<file path="config.mk">
export PLATFORM = sky130hd
export DESIGN_NAME = guess_scorer
export DESIGN_NICKNAME = d
export VERILOG_FILES = /design/src/rtl/guess_scorer.sv
export SDC_FILE = /design/constraint.sdc
export NUM_CORES = 1
export LEC_CHECK = 0
export ABC_CLOCK_PERIOD_IN_PS = 4440
export CAP_MARGIN = 20
export CORE_MARGIN = 3
export CORE_UTILIZATION = 47
export CTS_CLUSTER_SIZE = 10
export DETAILED_ROUTE_END_ITERATION = 16
export DONT_BUFFER_PORTS = 1
export GPL_ROUTABILITY_DRIVEN = 0
export GPL_TIMING_DRIVEN = 0
export PLACE_DENSITY = 0.74
export SLEW_MARGIN = 20
export SYNTH_ARGS = -nofsm -noshare
export SYNTH_HDL_FRONTEND = slang
export SYNTH_SLANG_ARGS = --single-unit
</file>
<file path="constraint.sdc">
create_clock -name CLK -period 4.44 [get_ports CLK]
set_input_delay 0.888 -clock CLK [delete_from_list [all_inputs] [get_ports CLK]]
set_output_delay 0.888 -clock CLK [all_outputs]
set_load 0.05 [all_outputs]
</file>
<file path="src/rtl/guess_scorer.sv">
// Bulls & Cows turn scorer: serially compares a snapshotted guess against the
// secret (16 digit pairs), reports A/B counts and keeps a per-turn history.
module guess_scorer #(
    parameter int HIST_DEPTH = 6
) (
    input  logic        CLK,
    input  logic        RESET,
    input  logic        clear,
    input  logic        start,
    input  logic [15:0] secret_flat,
    input  logic [15:0] guess_flat,
    input  logic [2:0]  turn_in,
    output logic        busy,
    output logic        done,
    output logic [2:0]  count_a,
    output logic [2:0]  count_b,
    output logic [2:0]  hist_count,
    input  logic [2:0]  hist_rd_idx,
    output logic [15:0] hist_rd_guess,
    output logic [2:0]  hist_rd_a,
    output logic [2:0]  hist_rd_b,
    output logic        hist_rd_valid
);

    typedef enum logic [1:0] {IDLE, SCAN, WRITE, DONE} state_t;

    state_t          state_q, state_d;
    logic [3:0]      pair_q, pair_d;
    logic [15:0]     secret_q, secret_d;
    logic [15:0]     guess_q, guess_d;
    logic [2:0]      acc_a_q, acc_a_d;
    logic [2:0]      acc_b_q, acc_b_d;
    logic [2:0]      count_a_q, count_a_d;
    logic [2:0]      count_b_q, count_b_d;
    logic            busy_q, busy_d;
    logic            done_q, done_d;
    logic [HIST_DEPTH-1:0] valid_q, valid_d;
    logic [2:0]      hist_count_q, hist_count_d;
    logic [15:0]     rd_guess_q, rd_guess_d;
    logic [2:0]      rd_a_q, rd_a_d;
    logic [2:0]      rd_b_q, rd_b_d;
    logic            rd_valid_q, rd_valid_d;
    logic            wr_en;
    logic [3:0]      g_dig, s_dig;
    logic            soft_rst;

    logic [15:0]     hist_guess_q [HIST_DEPTH];
    logic [2:0]      hist_a_q     [HIST_DEPTH];
    logic [2:0]      hist_b_q     [HIST_DEPTH];

    function automatic logic [2:0] sat_inc(input logic [2:0] v);
        return (v == 3'd7) ? v : v + 3'd1;
    endfunction

    // Blank digits (values above 9) never match anything, including another blank.
    function automatic logic digit_match(input logic [3:0] g, input logic [3:0] s);
        return (g <= 4'd9) && (g == s);
    endfunction

    assign soft_rst = RESET | clear;

    always_comb begin
        state_d   = state_q;
        pair_d    = pair_q;
        secret_d  = secret_q;
        guess_d   = guess_q;
        acc_a_d   = acc_a_q;
        acc_b_d   = acc_b_q;
        count_a_d = count_a_q;
        count_b_d = count_b_q;
        valid_d   = valid_q;
        wr_en     = 1'b0;
        g_dig     = guess_q[{pair_q[3:2], 2'b00} +: 4];
        s_dig     = secret_q[{pair_q[1:0], 2'b00} +: 4];

        case (state_q)
            // DONE is the one-cycle result pulse; it accepts start like IDLE so
            // back-to-back turns can launch on the cycle the result appears.
            IDLE, DONE: begin
                state_d = IDLE;
                if (start) begin
                    secret_d  = secret_flat;
                    guess_d   = guess_flat;
                    acc_a_d   = 3'd0;
                    acc_b_d   = 3'd0;
                    count_a_d = 3'd0;
                    count_b_d = 3'd0;
                    pair_d    = 4'd0;
                    state_d   = SCAN;
                end
            end
            SCAN: begin
                if (digit_match(g_dig, s_dig)) begin
                    if (pair_q[3:2] == pair_q[1:0]) acc_a_d = sat_inc(acc_a_q);
                    else                            acc_b_d = sat_inc(acc_b_q);
                end
                pair_d = pair_q + 4'd1;
                if (pair_q == 4'hF) state_d = WRITE;
            end
            WRITE: begin
                count_a_d = acc_a_q;
                count_b_d = acc_b_q;
                if (int'(turn_in) < HIST_DEPTH) begin
                    wr_en            = 1'b1;
                    valid_d[turn_in] = 1'b1;
                end
                state_d = DONE;
            end
            default: state_d = IDLE;
        endcase

        if (soft_rst) wr_en = 1'b0;

        busy_d = (state_d == SCAN) || (state_d == WRITE);
        done_d = (state_d == DONE);

        hist_count_d = 3'd0;
        for (int k = 0; k < HIST_DEPTH; k++) begin
            hist_count_d = hist_count_d + {2'b00, valid_d[k]};
        end
    end

    // Read port samples the array before any same-cycle write lands.
    always_comb begin
        rd_guess_d = 16'd0;
        rd_a_d     = 3'd0;
        rd_b_d     = 3'd0;
        rd_valid_d = 1'b0;
        if (int'(hist_rd_idx) < HIST_DEPTH) begin
            if (valid_q[hist_rd_idx]) begin
                rd_guess_d = hist_guess_q[hist_rd_idx];
                rd_a_d     = hist_a_q[hist_rd_idx];
                rd_b_d     = hist_b_q[hist_rd_idx];
                rd_valid_d = 1'b1;
            end
        end
    end

    always_ff @(posedge CLK) begin
        if (soft_rst) begin
            state_q      <= IDLE;
            pair_q       <= 4'd0;
            count_a_q    <= 3'd0;
            count_b_q    <= 3'd0;
            busy_q       <= 1'b0;
            done_q       <= 1'b0;
            valid_q      <= '0;
            hist_count_q <= 3'd0;
            rd_guess_q   <= 16'd0;
            rd_a_q       <= 3'd0;
            rd_b_q       <= 3'd0;
            rd_valid_q   <= 1'b0;
        end else begin
            state_q      <= state_d;
            pair_q       <= pair_d;
            count_a_q    <= count_a_d;
            count_b_q    <= count_b_d;
            busy_q       <= busy_d;
            done_q       <= done_d;
            valid_q      <= valid_d;
            hist_count_q <= hist_count_d;
            rd_guess_q   <= rd_guess_d;
            rd_a_q       <= rd_a_d;
            rd_b_q       <= rd_b_d;
            rd_valid_q   <= rd_valid_d;
        end
    end

    always_ff @(posedge CLK) begin
        secret_q <= secret_d;
        guess_q  <= guess_d;
        acc_a_q  <= acc_a_d;
        acc_b_q  <= acc_b_d;
        if (wr_en) begin
            hist_guess_q[turn_in] <= guess_q;
            hist_a_q[turn_in]     <= acc_a_q;
            hist_b_q[turn_in]     <= acc_b_q;
        end
    end

    assign busy          = busy_q;
    assign done          = done_q;
    assign count_a       = count_a_q;
    assign count_b       = count_b_q;
    assign hist_count    = hist_count_q;
    assign hist_rd_guess = rd_guess_q;
    assign hist_rd_a     = rd_a_q;
    assign hist_rd_b     = rd_b_q;
    assign hist_rd_valid = rd_valid_q;

endmodule
</file>
==> run_results.csv <==
group,metric,value,unit
drt,drc,0,
drt,drtIter0Drc,340,
sta,rsz0062_at_grt,"false",
pwr,power_frac_comb,0.027,
layout,area_growth,13.2,%
critical_path,cp.required,4.84,ns
floorplan,die_w,137,um
sta,finalMaxSlewViolations,0,
critical_path,crit_top_cell,"fa_1",
drt,routed_wirelength,15500,um
sta,setup_viol,0,
grt,grt_max_degree,34,
clock_network,holdBufCountCts,0,
sta,slew_headroom,0.427,
floorplan,rows,47,
critical_path,critical_path_class,"register to register",
clock_network,cts-root-buf,"clkbuf_16",
worst_hold_path,hold_path_class,"input pin to register",
sta,worst_clock_skew,0.0182,ns
sta,hold_viol,0,
drt,vias_per_cell,5.67,
layout,multi_input_area,1990,sq um
logic_synthesis,ys_warn_count,0,
logic_synthesis,netlist_instances,457,
layout,regArea,6030,sq um
drt,vias,4136,
logic_synthesis,synth_edf_count,170,
placement,io_buffer_count,0,
layout,nets,546,
pwr,p_per_area,448,nW/um^2
clock_network,cts_made_buffers,25,
grt,first_global_vias,4255,
pwr,sw_frac_of_total,0.196,
grt,grt_pass1_wl,23700,um
pwr,total_power,4110,uW
critical_path,r2r-start,"state_q[0]",
logic_synthesis,synth_seq_area_share,0.742,
clock_network,clk_latency,0.51,ns
sta,period_minus_slack,3.30,ns
logic_synthesis,synth-seq-cells,216,
logic_synthesis,syn_nets,511,
grt,overflow,0,
logic_synthesis,synth_area,8120,sq um
layout,n_antenna_cell,0,
sta,fin_tns_setup,0,ns
floorplan,die-area,18900,sq um
pwr,power_switching,808,uW
drt,routedWlPerCell,21.3,um
logic_synthesis,ys_async_sr_fraction,0,
pwr,p_seq_frac,0.545,
critical_path,cp-end-kind,"register",
layout,drive_above_1_share,0.151,
flow_run,max-cap-violations,0,
pwr,power_frac_clock,0.428,
critical_path,crit_fanout,8,
critical_path,critPathArrivalTime,3.70,ns
logic_synthesis,avgSynthCellArea,17.8,sq um
clock_network,clockBufferDepth,3,
worst_hold_path,holdPathStages,0,
clock_network,cts.sinks,216,
layout,fillers,1286,
grt,antenna_found_initial,2,
critical_path,start_kind,"register",
layout,final_core_util,0.548,
critical_path,cp-endpoint,"hist_count[1]",
sta,worst_pin_slew,0.855,ns
layout,final_common_cell,"edfxtp_1",
critical_path,r2r_end,"hist_count[1]",
pwr,p_leak,0.00309,uW
status,outcome,"finished, final reports clean",
critical_path,cp-startpoint,"state_q[0]",
clock_network,cts_tree,"built",
clock_network,clk_pin_slew,0.05,ns
critical_path,crit_chain,"inv_1 > ha_1 > nor2b_1 > a21oi_1 > fa_1 > fa_1 > inv_1 > ha_1 > fa_1 > and2_1",
grt,grt_util_all_layers,0.168,
critical_path,rrSetupSlack,1.14,ns
pwr,p_int,3310,uW
floorplan,io_pins,76,
logic_synthesis,ys_types,43,
drt,dr.pass1.iters,5,
placement,hpwlAfterDp,10200,um
sta,fmax,303,MHz
floorplan,core-area,16800,sq um
floorplan,initial_core_util,0.484,
critical_path,slowest_delay,0.53,ns
layout,most-common-layout-cells,"edfxtp_1 (170), dfxtp_1 (46), nor2_1 (41)",
critical_path,slowest_stage,"fa_1",
clock_network,cts_resized,0,
critical_path,ff2ff_path_depth,10,
pwr,max-vdd-ir-drop,0.000322,V
floorplan,die_y,137,um
clock_network,cts_setup_buffers,0,
drt,detail-route-antenna-nets,0,
logic_synthesis,dominantRegCellSynth,"edfxtp_1",
sta,fin_crit_sh,0.743,
clock_network,cts_max_level,1,
-- routing by layer --
layer	vias up	GRT usage	routed length, um
met3	36	0.0449	1180
met5	-	0	21
li1	1859	-	-
met2	169	0.283	7750
met4	4	0.0427	380
met1	2068	0.220	6190
-- synthesized netlist by cell type, types with 7 or more instances --
cell type | n | area, sq um
a22oi_1 | 7 | 52.6
dfxtp_1 | 46 | 921
mux4_1 | 7 | 184
edfxtp_1 | 170 | 5100
mux2i_1 | 23 | 230
ha_1 | 9 | 113
nand2_1 | 8 | 30.0
clkbuf_1 | 14 | 52.6
nor2_1 | 43 | 161
and2_1 | 9 | 56.3
inv_1 | 8 | 30.0
mux4_2 | 24 | 541
buf_2 | 7 | 35.0
a211oi_1 | 24 | 180
-- kinds of logic after synthesis --
| group | after synthesis | synth area share |
|---|---|---|
| flops | 216 | 0.742 |
| mux | 54 | 0.118 |
| fa+ha+maj | 12 | 0.0213 |
| simple gates | 87 | 0.0526 |
| compound gates | 52 | 0.0439 |
| xor+xnor | 5 | 0.00540 |
| buf+inv | 31 | 0.0168 |
-- through the flow --
| stage | setup WS (ns) | instance area (sq um) | instances | hold WS [ns] |
|---|---|---|---|---|
| detailed placement | 1.09 | 8480 | 685 | 0.507 |
| finish | 1.14 | 9190 | 730 | 0.476 |
| global placement | -1.37 | 8390 | 677 | 0.487 |
| global route | 0.962 | 9190 | 730 | 0.459 |
| floorplan | 0.405 | 8120 | 457 | 0.466 |
| CTS | 1.15 | 9190 | 730 | 0.460 |
-- critical path: cells and delay by family (launching register included) --
family                     cells  cell delay [ns]
AOI/OAI and AO/OA              1             0.19
and+or+nand+nor                2             0.53
buffers and inverters          2             0.14
DFF                            1             0.35
adders and majority gates      5             1.97
-- flip-flops by register name, indices dropped and copies added (netlist names), 4 cells and up --
signal,count
hist_b_q,18
pair_q,4
guess_q,16
valid_q,6
hist_rd_guess,16
secret_q,16
hist_guess_q,96
hist_a_q,18
-- area by class of cell --
type	count	share of cell area
sequential	216	0.656
multi-input combinational	210	0.216
clock buffer	44	0.0759
tap	220	0.0300
buffer	23	0.0116
timing repair buffer	8	0.00654
inverter	8	0.00327
clock inverter	1	0.000409
-- power by group through the flow --
stage                     clock, uW  combinational, uW  sequential, uW
after floorplan                   0               85.1            2270
after global placement            0                109            2280
after detailed placement          0                113            2280
after CTS                      1800                113            2240
after global routing           1880                123            2250
final                          1760                112            2240
-- worst min-delay path by stage --
stage	start	endpoint	slack [ns]
floorplan	valid_q[5]	valid_q[5]	0.47
global placement	valid_q[3]	valid_q[3]	0.49
detailed placement	valid_q[0]	valid_q[0]	0.51
CTS	secret_flat[4]	secret_q[4]	0.46
global route	guess_flat[11]	guess_q[11]	0.46
finish	guess_flat[5]	guess_q[5]	0.48
No activity file was read; power rests on OpenSTA's default activity.
